### config.mk
export PLATFORM = sky130hd
export DESIGN_NAME = dmem_arbiter
export DESIGN_NICKNAME = d
export VERILOG_FILES = /design/src/rtl/dmem_arbiter.sv
export SDC_FILE = /design/constraint.sdc
export NUM_CORES = 1
export LEC_CHECK = 0
export BUFFER_PORTS_ARGS = -buffer_cell sky130_fd_sc_hd__buf_2
export CORE_MARGIN = 10
export CORE_UTILIZATION = 50
export CTS_CLUSTER_SIZE = 12
export DETAILED_ROUTE_END_ITERATION = 16
export PLACE_DENSITY = 0.87
export SYNTH_ARGS = -nofsm -noshare
export SYNTH_HDL_FRONTEND = slang
export SYNTH_SLANG_ARGS = --single-unit
### constraint.sdc
create_clock -name clk -period 8.07 [get_ports clk]
set_clock_uncertainty 0.1 [all_clocks]
set_input_delay 1.2105 -clock clk [delete_from_list [all_inputs] [get_ports clk]]
set_output_delay 1.2105 -clock clk [all_outputs]
set_load 0.05 [all_outputs]
### src/rtl/dmem_arbiter.sv
// Two-port round-robin arbiter onto a byte-wide memory; splits word/half/byte
// loads and stores into little-endian byte beats.
module dmem_arbiter #(
  parameter int unsigned ADDR_W = 12
) (
  input  logic              clk,
  input  logic              rst,
  input  logic              req0,
  input  logic              we0,
  input  logic [2:0]        memop0,
  input  logic [31:0]       addr0,
  input  logic [31:0]       wdata0,
  input  logic              req1,
  input  logic              we1,
  input  logic [2:0]        memop1,
  input  logic [31:0]       addr1,
  input  logic [31:0]       wdata1,
  output logic              done0,
  output logic [31:0]       rdata0,
  output logic              err0,
  output logic              done1,
  output logic [31:0]       rdata1,
  output logic              err1,
  output logic              mem_en,
  output logic              mem_we,
  output logic [ADDR_W-1:0] mem_addr,
  output logic [7:0]        mem_wdata,
  input  logic [7:0]        mem_rdata
);

  typedef enum logic [1:0] {IDLE, XFER, DONE} state_t;

  state_t              state, stateNext;
  logic                rrPtr, rrPtrNext;
  logic                gPort, gPortNext;
  logic                gWe, gWeNext;
  logic [2:0]          gOp, gOpNext;
  logic [ADDR_W-1:0]   gAddr, gAddrNext;
  logic [31:0]         gWdata, gWdataNext;
  logic [1:0]          beat, beatNext;
  logic [31:0]         cap, capNext;
  logic                sel;
  logic [31:0]         rdataNext;
  logic                done0Next, done1Next, err0Next, err1Next;
  logic [31:0]         rdata0Next, rdata1Next;
  logic                memEnNext, memWeNext;
  logic [ADDR_W-1:0]   memAddrNext;
  logic [7:0]          memWdataNext;

  // Address bits above ADDR_W are dropped on purpose.
  logic unusedAddrBits;
  assign unusedAddrBits = ^{addr0[31:ADDR_W], addr1[31:ADDR_W]};

  function automatic logic [1:0] lastBeatOf(input logic [2:0] op);
    case (op)
      3'b000:         return 2'd3;
      3'b010, 3'b110: return 2'd1;
      default:        return 2'd0;
    endcase
  endfunction

  function automatic logic isWrite(input logic we, input logic [2:0] op);
    return we && (op == 3'b000 || op == 3'b001 || op == 3'b010);
  endfunction

  function automatic logic isErr(input logic we, input logic [2:0] op);
    return (op == 3'b011 || op == 3'b100 || op == 3'b111) ||
           (we && (op == 3'b101 || op == 3'b110));
  endfunction

  function automatic logic [31:0] formRdata(input logic we, input logic [2:0] op,
                                            input logic [31:0] c);
    if (we) return 32'd0;
    case (op)
      3'b000:  return c;
      3'b001:  return {{24{c[7]}}, c[7:0]};
      3'b010:  return {{16{c[15]}}, c[15:0]};
      3'b101:  return {24'd0, c[7:0]};
      3'b110:  return {16'd0, c[15:0]};
      default: return 32'd0;
    endcase
  endfunction

  // Next-state, latched-field and registered-output computation.
  always_comb begin
    stateNext    = state;
    rrPtrNext    = rrPtr;
    gPortNext    = gPort;
    gWeNext      = gWe;
    gOpNext      = gOp;
    gAddrNext    = gAddr;
    gWdataNext   = gWdata;
    beatNext     = beat;
    capNext      = cap;
    sel          = 1'b0;
    rdataNext    = 32'd0;
    done0Next    = 1'b0;
    done1Next    = 1'b0;
    err0Next     = 1'b0;
    err1Next     = 1'b0;
    rdata0Next   = 32'd0;
    rdata1Next   = 32'd0;
    memEnNext    = 1'b0;
    memWeNext    = 1'b0;
    memAddrNext  = '0;
    memWdataNext = 8'd0;

    case (state)
      IDLE: begin
        if (req0 || req1) begin
          sel          = (req0 && req1) ? rrPtr : req1;
          rrPtrNext    = ~sel;
          gPortNext    = sel;
          gWeNext      = sel ? we1 : we0;
          gOpNext      = sel ? memop1 : memop0;
          gAddrNext    = sel ? addr1[ADDR_W-1:0] : addr0[ADDR_W-1:0];
          gWdataNext   = sel ? wdata1 : wdata0;
          beatNext     = 2'd0;
          capNext      = 32'd0;
          memEnNext    = 1'b1;
          memWeNext    = isWrite(gWeNext, gOpNext);
          memAddrNext  = gAddrNext;
          memWdataNext = gWdataNext[7:0];
          stateNext    = XFER;
        end
      end
      XFER: begin
        if (!gWe) capNext[{beat, 3'b000} +: 8] = mem_rdata;
        if (beat == lastBeatOf(gOp)) begin
          rdataNext  = formRdata(gWe, gOp, capNext);
          done0Next  = ~gPort;
          done1Next  = gPort;
          err0Next   = ~gPort & isErr(gWe, gOp);
          err1Next   = gPort & isErr(gWe, gOp);
          rdata0Next = gPort ? 32'd0 : rdataNext;
          rdata1Next = gPort ? rdataNext : 32'd0;
          stateNext  = DONE;
        end else begin
          beatNext     = beat + 2'd1;
          memEnNext    = 1'b1;
          memWeNext    = isWrite(gWe, gOp);
          memAddrNext  = gAddr + ADDR_W'(beatNext);
          memWdataNext = gWdata[{beatNext, 3'b000} +: 8];
        end
      end
      DONE:    stateNext = IDLE;
      default: stateNext = IDLE;
    endcase
  end

  // State, latched fields and registered outputs.
  always_ff @(posedge clk or posedge rst) begin
    if (rst) begin
      state     <= IDLE;
      rrPtr     <= 1'b0;
      gPort     <= 1'b0;
      gWe       <= 1'b0;
      gOp       <= 3'd0;
      gAddr     <= '0;
      gWdata    <= 32'd0;
      beat      <= 2'd0;
      cap       <= 32'd0;
      done0     <= 1'b0;
      done1     <= 1'b0;
      err0      <= 1'b0;
      err1      <= 1'b0;
      rdata0    <= 32'd0;
      rdata1    <= 32'd0;
      mem_en    <= 1'b0;
      mem_we    <= 1'b0;
      mem_addr  <= '0;
      mem_wdata <= 8'd0;
    end else begin
      state     <= stateNext;
      rrPtr     <= rrPtrNext;
      gPort     <= gPortNext;
      gWe       <= gWeNext;
      gOp       <= gOpNext;
      gAddr     <= gAddrNext;
      gWdata    <= gWdataNext;
      beat      <= beatNext;
      cap       <= capNext;
      done0     <= done0Next;
      done1     <= done1Next;
      err0      <= err0Next;
      err1      <= err1Next;
      rdata0    <= rdata0Next;
      rdata1    <= rdata1Next;
      mem_en    <= memEnNext;
      mem_we    <= memWeNext;
      mem_addr  <= memAddrNext;
      mem_wdata <= memWdataNext;
    end
  end

endmodule

==> key figures, run 1 <==
STA
  • Fmax: 286 MHz
  • Setup tns final: 0 ps
  • Final setup margin: 4570 ps
  • RSZ-0062 raised after global routing: no
  • Minimum clock period: 3500 ps
  • Worst Max-Slew Pin Slew: 1200 ps
  • Final Slew Violations: 0
  • Final hold vios: 0
  • Slew Limit Headroom: 0.197
  • Final setup violation count: 0
  • Fin crit share: 0.434

Cells and area
  • Layout area overhead: 21.9%
  • Commonest non-fill, non-tap cells in the layout: buf_2, dfrtp_1, nand2_1
  • Layout cells sized above 1: 0.308
  • Commonest non-fill, non-tap cell in the layout: buf_2
  • # nets final: 1009

Routing
  • Final wirelength: 19600 um
  • Antenna Nets Post-Route: 0
  • First drt pass iteration count: 5
  • Initial DRC Count: 409
  • Via-to-Cell Ratio: 5.63
  • DR WL/cell: 18.6 um
  • Vias: 5939
  • DRC: 0

Logic synthesis
  • Async set or reset register ratio after synthesis: 1.00
  • Post-Syn Area: 7730 um^2
  • Mean Syn Cell Area: 11.3 um^2
  • Sequential area share after synthesis: 0.570
  • Synth area leaders: dfrtp_1, mux2i_1, nand2_1
  • Post-synth top area share: 0.570
  • Synthesized netlist net count: 837
  • Predominant post-synthesis flop cell: dfrtp_1
  • Area leader, netlist: dfrtp_1
  • YS warnings: 0
  • Number of flops mapped to enable cells by yosys: 0
  • Yosys reg bits: 176
  • Synth cell types: 48
  • Post-synthesis cell count: 681

Clock tree
  • CTS resizes: 0
  • Root Buffer: clkbuf_16
  • Clock slew seen by the registers of the worst setup and hold paths: 70 ps
  • CTS max path bufs: 2
  • CTS Buf Count: 17
  • Clk_lat worst skew: 420 ps
  • CTS tree: built
  • Clock Sinks: 176
  • Post-CTS Setup Bufs: 0
  • Hold-fix buffers, CTS: 0
  • H-tree Lvls: 4

Job
  • Number of max-cap violations: 0

Global route
  • All-Layer GR Usage: 0.191
  • Initial antenna violation count: 1
  • Pin count of the biggest net entering global routing: 125
  • First-pass GRT wire length: 31200 um
  • Vias in the first global route: 6073
  • Total gr overflow: 0

Outcome
  • Outcome: complete, no violations

Floorplanning
  • Die width: 144 um
  • Die H: 144 um
  • Row Count: 45
  • Core region area: 15200 um^2
  • Die Area: 20800 um^2
  • Initial core utilization: 0.508
  • I/O pin count: 238

Worst setup path
  • Slowest stage delay, CP: 1010 ps
  • Critical path class: register to register
  • Crit path buffers/inverters: 2
  • Crit-path cells: inv_1 -> ha_1 -> nor3b_2 -> a32o_1 -> a2bb2oi_2 -> buf_4 -> a21oi_1
  • CP max stage cell: nor3b_2
  • Worst setup EP type: register
  • Crit path DAT: 3730 ps
  • Crit Path Max Fanout: 32
  • CP delay by family, top: simple AND/OR/NAND/NOR gates
  • WP data required: 8300 ps
  • Startpoint Class: register

Placement
  • GP Congestion: 0.815
  • Port bufs: 197
  • Pre-CTS setup slack: 4560 ps
  • Dpl hpwl: 13800 um

Power and ir drop
  • Pwr Density: 360 nW/um^2
  • Pleak: 4.72 nW
  • Maximum vdd drop: 0.000207 V

Min path
  • Worst hold path type: register to register
==> power breakdown <==
part | switching, W | total, W | internal [W] | leakage, nW
logic | 0.000885 | 0.00132 | 0.000431 | 2.08
registers | 0.000141 | 0.00123 | 0.00109 | 2.34
clock network | 0.000326 | 0.000842 | 0.000515 | 0.294
==> sequential cells by signal, summed over array words and instances (netlist names) <==
register,cells
rdata0,32
gWdata,32
gPort,1
err1,1
rrPtr,1
rdata1,32
done0,1
state,2
gOp,3
cap,32
beat,2
mem_en,1
mem_wdata,8
mem_we,1
gWe,1
mem_addr,12
err0,1
gAddr,12
done1,1
==> worst reg2reg max path, delay by kind of cell, from the launching register on <==
kind | cells | cell delay (ps)
compound gates | 3 | 620
fa+ha+maj | 1 | 880
buf+inv | 2 | 370
flops | 1 | 430
simple gates | 1 | 1010
==> kinds of logic (layout without fill, tap and decap cells) <==
logic type	Yosys count	count (layout)	synth area share
multiplexers	61	61	0.0921
XOR/XNOR	10	10	0.0113
buffers and inverters	76	259	0.0419
AND/OR/NAND/NOR	162	162	0.112
AO/OA/AOI/OAI	188	188	0.159
adder cells (fa/ha/maj)	8	8	0.0139
flip-flops	176	176	0.570
other	0	2	0
==> per-layer routing <==
| layer | routed length (um) | share of wire | track usage | up-vias |
|---|---|---|---|---|
| met3 | 1360 | 0.070 | 0.0544 | 23 |
| met4 | 213 | 0.011 | 0.0585 | 0 |
| met5 | 0 | 0 | 0 | - |
| met2 | 9770 | 0.50 | 0.317 | 246 |
| met1 | 8240 | 0.42 | 0.238 | 2879 |
| li1 | - | - | - | 2791 |
==> Yosys cell counts (2+ instances only) <==
master	count
nor3_2	10
a2bb2oi_1	2
a211o_1	3
xor2_1	2
nor2_1	8
a21oi_1	33
a22o_1	24
inv_1	23
buf_2	16
nand3b_1	3
buf_6	2
and2_1	2
nand3_1	3
dfrtp_1	176
o21ai_1	2
a32oi_1	7
buf_1	3
a211oi_1	2
mux4_2	8
nand2b_1	6
a32o_1	17
and3_1	3
nor2b_1	14
o21ai_0	58
a22oi_1	7
ha_1	7
a21o_1	4
nand2_1	83
o22ai_1	28
mux2i_1	52
xnor2_1	8
nor3b_2	5
clkbuf_1	31
nor3_1	12
nor4_1	3
or2_2	2
==> path summary, 6_finish.rpt <==
check                           cells after the start  startpoint  slack (ps)         end
max in group asynchronous                           3         rst        5490       done1
worst max-delay path                                7     beat[1]        4570  rdata1[23]
worst min-delay path                                2  gWdata[17]         380  gWdata[17]
worst max register to register                      7     beat[1]        4570  rdata1[23]
min in group asynchronous                           2         rst         850   rdata1[2]
worst min register to register                      2  gWdata[17]         380  gWdata[17]
==> per-stage QoR <==
stage | instance area [um^2] | utilization | hold slack (ps) | cells | power, W
CTS | 9420 | 0.620 | 385 | 1052 | 0.00342
detailed placement | 8820 | 0.580 | 368 | 1022 | 0.00257
floorplan | 7730 | - | 345 | 681 | 0.00224
finish | 9420 | 0.620 | 378 | 1054 | 0.00339
global placement | 8820 | 0.580 | 358 | 1022 | 0.00252
global route | 9420 | 0.620 | 397 | 1052 | 0.00360
==> layout make-up <==
class	count	area (um^2)
antenna	2	5.00
sequential	176	4400
multi-input combinational	429	3040
timing repair buffer	206	1050
inverter	23	91.3
fill	1287	5780
tap	188	235
clock inverter	10	161
clock buffer	20	437
Power figures use the tool's default switching activity.
==> run 2, diff against run 1 <==
--- a/config.mk
+++ b/config.mk
@@ -5,6 +5,7 @@
 export SDC_FILE = /design/constraint.sdc
 export NUM_CORES = 1
 export LEC_CHECK = 0
+export ABC_AREA = 1
 export BUFFER_PORTS_ARGS = -buffer_cell sky130_fd_sc_hd__buf_2
 export CORE_MARGIN = 10
 export CORE_UTILIZATION = 50
==> constraint.sdc (replaced) <==
create_clock -name clk -period 3.4 [get_ports clk]
set_clock_uncertainty 0.1 [all_clocks]
set_input_delay 0.51 -clock clk [delete_from_list [all_inputs] [get_ports clk]]
set_output_delay 0.51 -clock clk [all_outputs]
set_load 0.05 [all_outputs]
==> run 2 against run 1 <==
Compared with the run above: global-route usage is 0.14 points higher; final cell count increased by 27%; critical path depth is 2 higher; synthesized cell count rose by 37%; total power is 140% higher; sequential share of layout area is 1.2 points lower; flip-flop and latch count unchanged; worst hold slack worse by 190 ps.
==> key figures, run 2 <==
Cells and area
  • Layout cells sized above 1: 0.230 (was 0.308)
  • Final Cell Area: 9660 um^2 (was 9420 um^2)
  • Layout area overhead: 21.8% (was 21.9%)
  • Commonest non-fill, non-tap cell in the layout: nand2_1 (was buf_2)
  • # nets final: 1272 (was 1009)
  • Commonest non-fill, non-tap cells in the layout: nand2_1, buf_2, dfrtp_1 (was buf_2, dfrtp_1, nand2_1)
  • Util after Layout: 0.628 (was 0.620)

Clock tree
  • Clock Sinks: 176 (unchanged)
  • CTS Buf Count: 17 (unchanged)
  • Root Buffer: clkbuf_16 (unchanged)
  • H-tree Lvls: 4 (unchanged)
  • Clk_lat worst skew: 420 ps (about the same)
  • CTS resizes: 0 (unchanged)
  • Post-CTS Setup Bufs: 0 (unchanged)
  • CTS tree: built (unchanged)
  • Clock slew seen by the registers of the worst setup and hold paths: 60 ps (was 70 ps)
  • CTS max path bufs: 2 (unchanged)

Logic synthesis
  • Mean Syn Cell Area: 8.51 um^2 (was 11.3 um^2)
  • Sequential area share after synthesis: 0.555 (was 0.570)
  • Synth area leaders: dfrtp_1, nand2_1, o21ai_0 (was dfrtp_1, mux2i_1, nand2_1)
  • Async set or reset register ratio after synthesis: 1.00 (unchanged)
  • Number of flops mapped to enable cells by yosys: 0 (unchanged)
  • Yosys reg bits: 176 (unchanged)
  • Post-Syn Area: 7930 um^2 (was 7730 um^2)
  • Synthesized netlist net count: 1088 (was 837)
  • Most frequent cells after synthesis: nand2_1, dfrtp_1, o21ai_0 (was dfrtp_1, nand2_1, o21ai_0)
  • Predominant post-synthesis flop cell: dfrtp_1 (unchanged)
  • Post-synthesis cell count: 932 (was 681)
  • Most common cell in the netlist: nand2_1 (was dfrtp_1)
  • YS warnings: 0 (unchanged)
  • Area leader, netlist: dfrtp_1 (unchanged)
  • Post-synth top area share: 0.555 (was 0.570)
  • Synth cell types: 32 (was 48)

Worst setup path
  • Worst setup EP type: register (unchanged)
  • Critical path class: register to register (unchanged)
  • Crit path buffers/inverters: 2 (unchanged)
  • Startpoint Class: register (unchanged)
  • Crit-path cells: inv_1 -> ha_1 -> inv_1 -> fa_1 -> nor3_1 -> nand3_1 -> nand2_1 -> nand2_1 -> o21ai_0 (was inv_1 -> ha_1 -> nor3b_2 -> a32o_1 -> a2bb2oi_2 -> buf_4 -> a21oi_1)
  • WP data required: 3640 ps (was 8300 ps)
  • CP max stage cell: ha_1 (was nor3b_2)
  • Crit Path Max Fanout: 13 (was 32)
  • CP delay by family, top: adder cells (was simple AND/OR/NAND/NOR gates)
  • Slowest stage delay, CP: 580 ps (was 1010 ps)
  • Crit path DAT: 3140 ps (was 3730 ps)

Routing
  • DR WL/cell: 15.3 um (was 18.6 um)
  • Antenna Nets Post-Route: 0 (unchanged)
  • DRC: 0 (unchanged)
  • Initial DRC Count: 484 (was 409)
  • Final wirelength: 20600 um (was 19600 um)
  • Via-to-Cell Ratio: 5.15 (was 5.63)
  • First drt pass iteration count: 7 (was 5)
  • Vias: 6901 (was 5939)

Power and ir drop
  • Maximum vdd drop: 0.000482 V (was 0.000207 V)
  • Total power: 0.00814 W (was 0.00339 W)
  • Pwr Density: 842 nW/um^2 (was 360 nW/um^2)
  • Pleak: 5.19 nW (was 4.72 nW)

Placement
  • Port bufs: 197 (unchanged)
  • Placed cell areas: 9060 um^2 (was 8820 um^2)
  • GP Congestion: 0.915 (was 0.815)
  • Dpl hpwl: 14900 um (was 13800 um)
  • Pre-CTS setup slack: 556 ps (was 4560 ps)

STA
  • Minimum clock period: 2900 ps (was 3500 ps)
  • Final hold vios: 0 (unchanged)
  • Final setup margin: 501 ps (was 4570 ps)
  • Setup tns final: 0 ps (unchanged)
  • RSZ-0062 raised after global routing: no (unchanged)
  • Slew Limit Headroom: 0.477 (was 0.197)
  • Fmax: 345 MHz (was 286 MHz)
  • Fin crit share: 0.853 (was 0.434)
  • Final Slew Violations: 0 (unchanged)
  • Worst Max-Slew Pin Slew: 782 ps (was 1200 ps)
  • Final setup violation count: 0 (unchanged)

Global route
  • Vias in the first global route: 6911 (was 6073)
  • All-Layer GR Usage: 0.193 (was 0.191)
  • Total gr overflow: 0 (unchanged)
  • Initial antenna violation count: 1 (unchanged)
  • First-pass GRT wire length: 33700 um (was 31200 um)
  • Pin count of the biggest net entering global routing: 110 (was 125)

Floorplanning
  • Row Count: 45 (unchanged)
  • Die H: 146 um (was 144 um)
  • Die width: 146 um (was 144 um)
  • Initial core utilization: 0.516 (was 0.508)
  • I/O pin count: 238 (unchanged)
  • Core region area: 15400 um^2 (was 15200 um^2)
  • Die Area: 21300 um^2 (was 20800 um^2)

Job
  • Number of max-cap violations: 0 (unchanged)

Min path
  • Worst hold path type: input pin to register (was register to register)

Outcome
  • Outcome: complete, no violations (unchanged)
## run 2: cell types whose count changed in the layout (fill, tap and decap cells not counted), moves of 24 or more
cell,change
a22o_1,-24
inv_1,+44
mux2i_1,-52
nand2_1,+207
nand3_1,+69
nor2_1,+74
o21ai_0,+34
o22ai_1,-26
## run 2: cell families after synthesis
kind of cell | after synthesis | share of synthesized area
AOI/OAI and AO/OA | 148 | 0.105
adders and majority gates | 8 | 0.0136
xor gates and xnor gates | 7 | 0.0101
DFF | 176 | 0.555
and+or+nand+nor | 474 | 0.249
buffers and inverters | 119 | 0.0672
## run 2: through the flow
stage / std cells / hold WS, ps
2_1_floorplan: 932 / 356
3_3_place_gp: 1307 / 337
3_5_place_dp: 1307 / 346
4_1_cts: 1338 / 173
5_1_grt: 1339 / 191
6_report: 1341 / 189
## run 2: timing repair
action                                  4_1_cts  5_1_grt
hold buffers                                  1        0
endpoints found under the setup margin        0        0
endpoints found under the hold margin         6        0
## run 2: final timing paths
kind,from,to,slack (ps),cells past startpoint
min in group asynchronous,rst,err0,460,3
min reg2reg,gWdata[25],gWdata[25],390,2
max reg2reg,beat[1],mem_addr[8],500,9
max in group asynchronous,rst,gWdata[5],1780,4
max,beat[1],mem_addr[8],500,9
min,wdata0[27],gWdata[27],190,3
## run 2: tightest hold or removal path, stage by stage
cell,delay (ps)
buf_2,70
nand2_1,40
nand3_1,50
## run 2: where the power goes
part | total, W | internal [W] | switching (W) | leakage [nW]
Clock | 0.00194 | 0.00117 | 0.000771 | 0.276
Combinational | 0.00336 | 0.000864 | 0.00249 | 2.57
Sequential | 0.00284 | 0.00259 | 0.000248 | 2.34
Total | 0.00814 | 0.00463 | 0.00351 | 5.19
## run 2: metal layers
layer  wire length, um  share of wire  up-vias  track usage
met2              9930           0.48      262        0.319
li1                  -              -     3375            -
met5                 0              0        -            0
met4               434          0.021        0       0.0728
met1              8560           0.42     3232        0.230
met3              1630          0.079       32       0.0581
## run 2: cell type report
cell class / count / area [um^2]
multi-input cells: 637 / 3010
clock inverters: 9 / 135
clock buffers: 21 / 450
inverters: 73 / 280
well taps: 211 / 264
fillers: 1272 / 5710
diodes: 3 / 7.51
repair buffers: 211 / 1110
flip-flops and latches: 176 / 4400
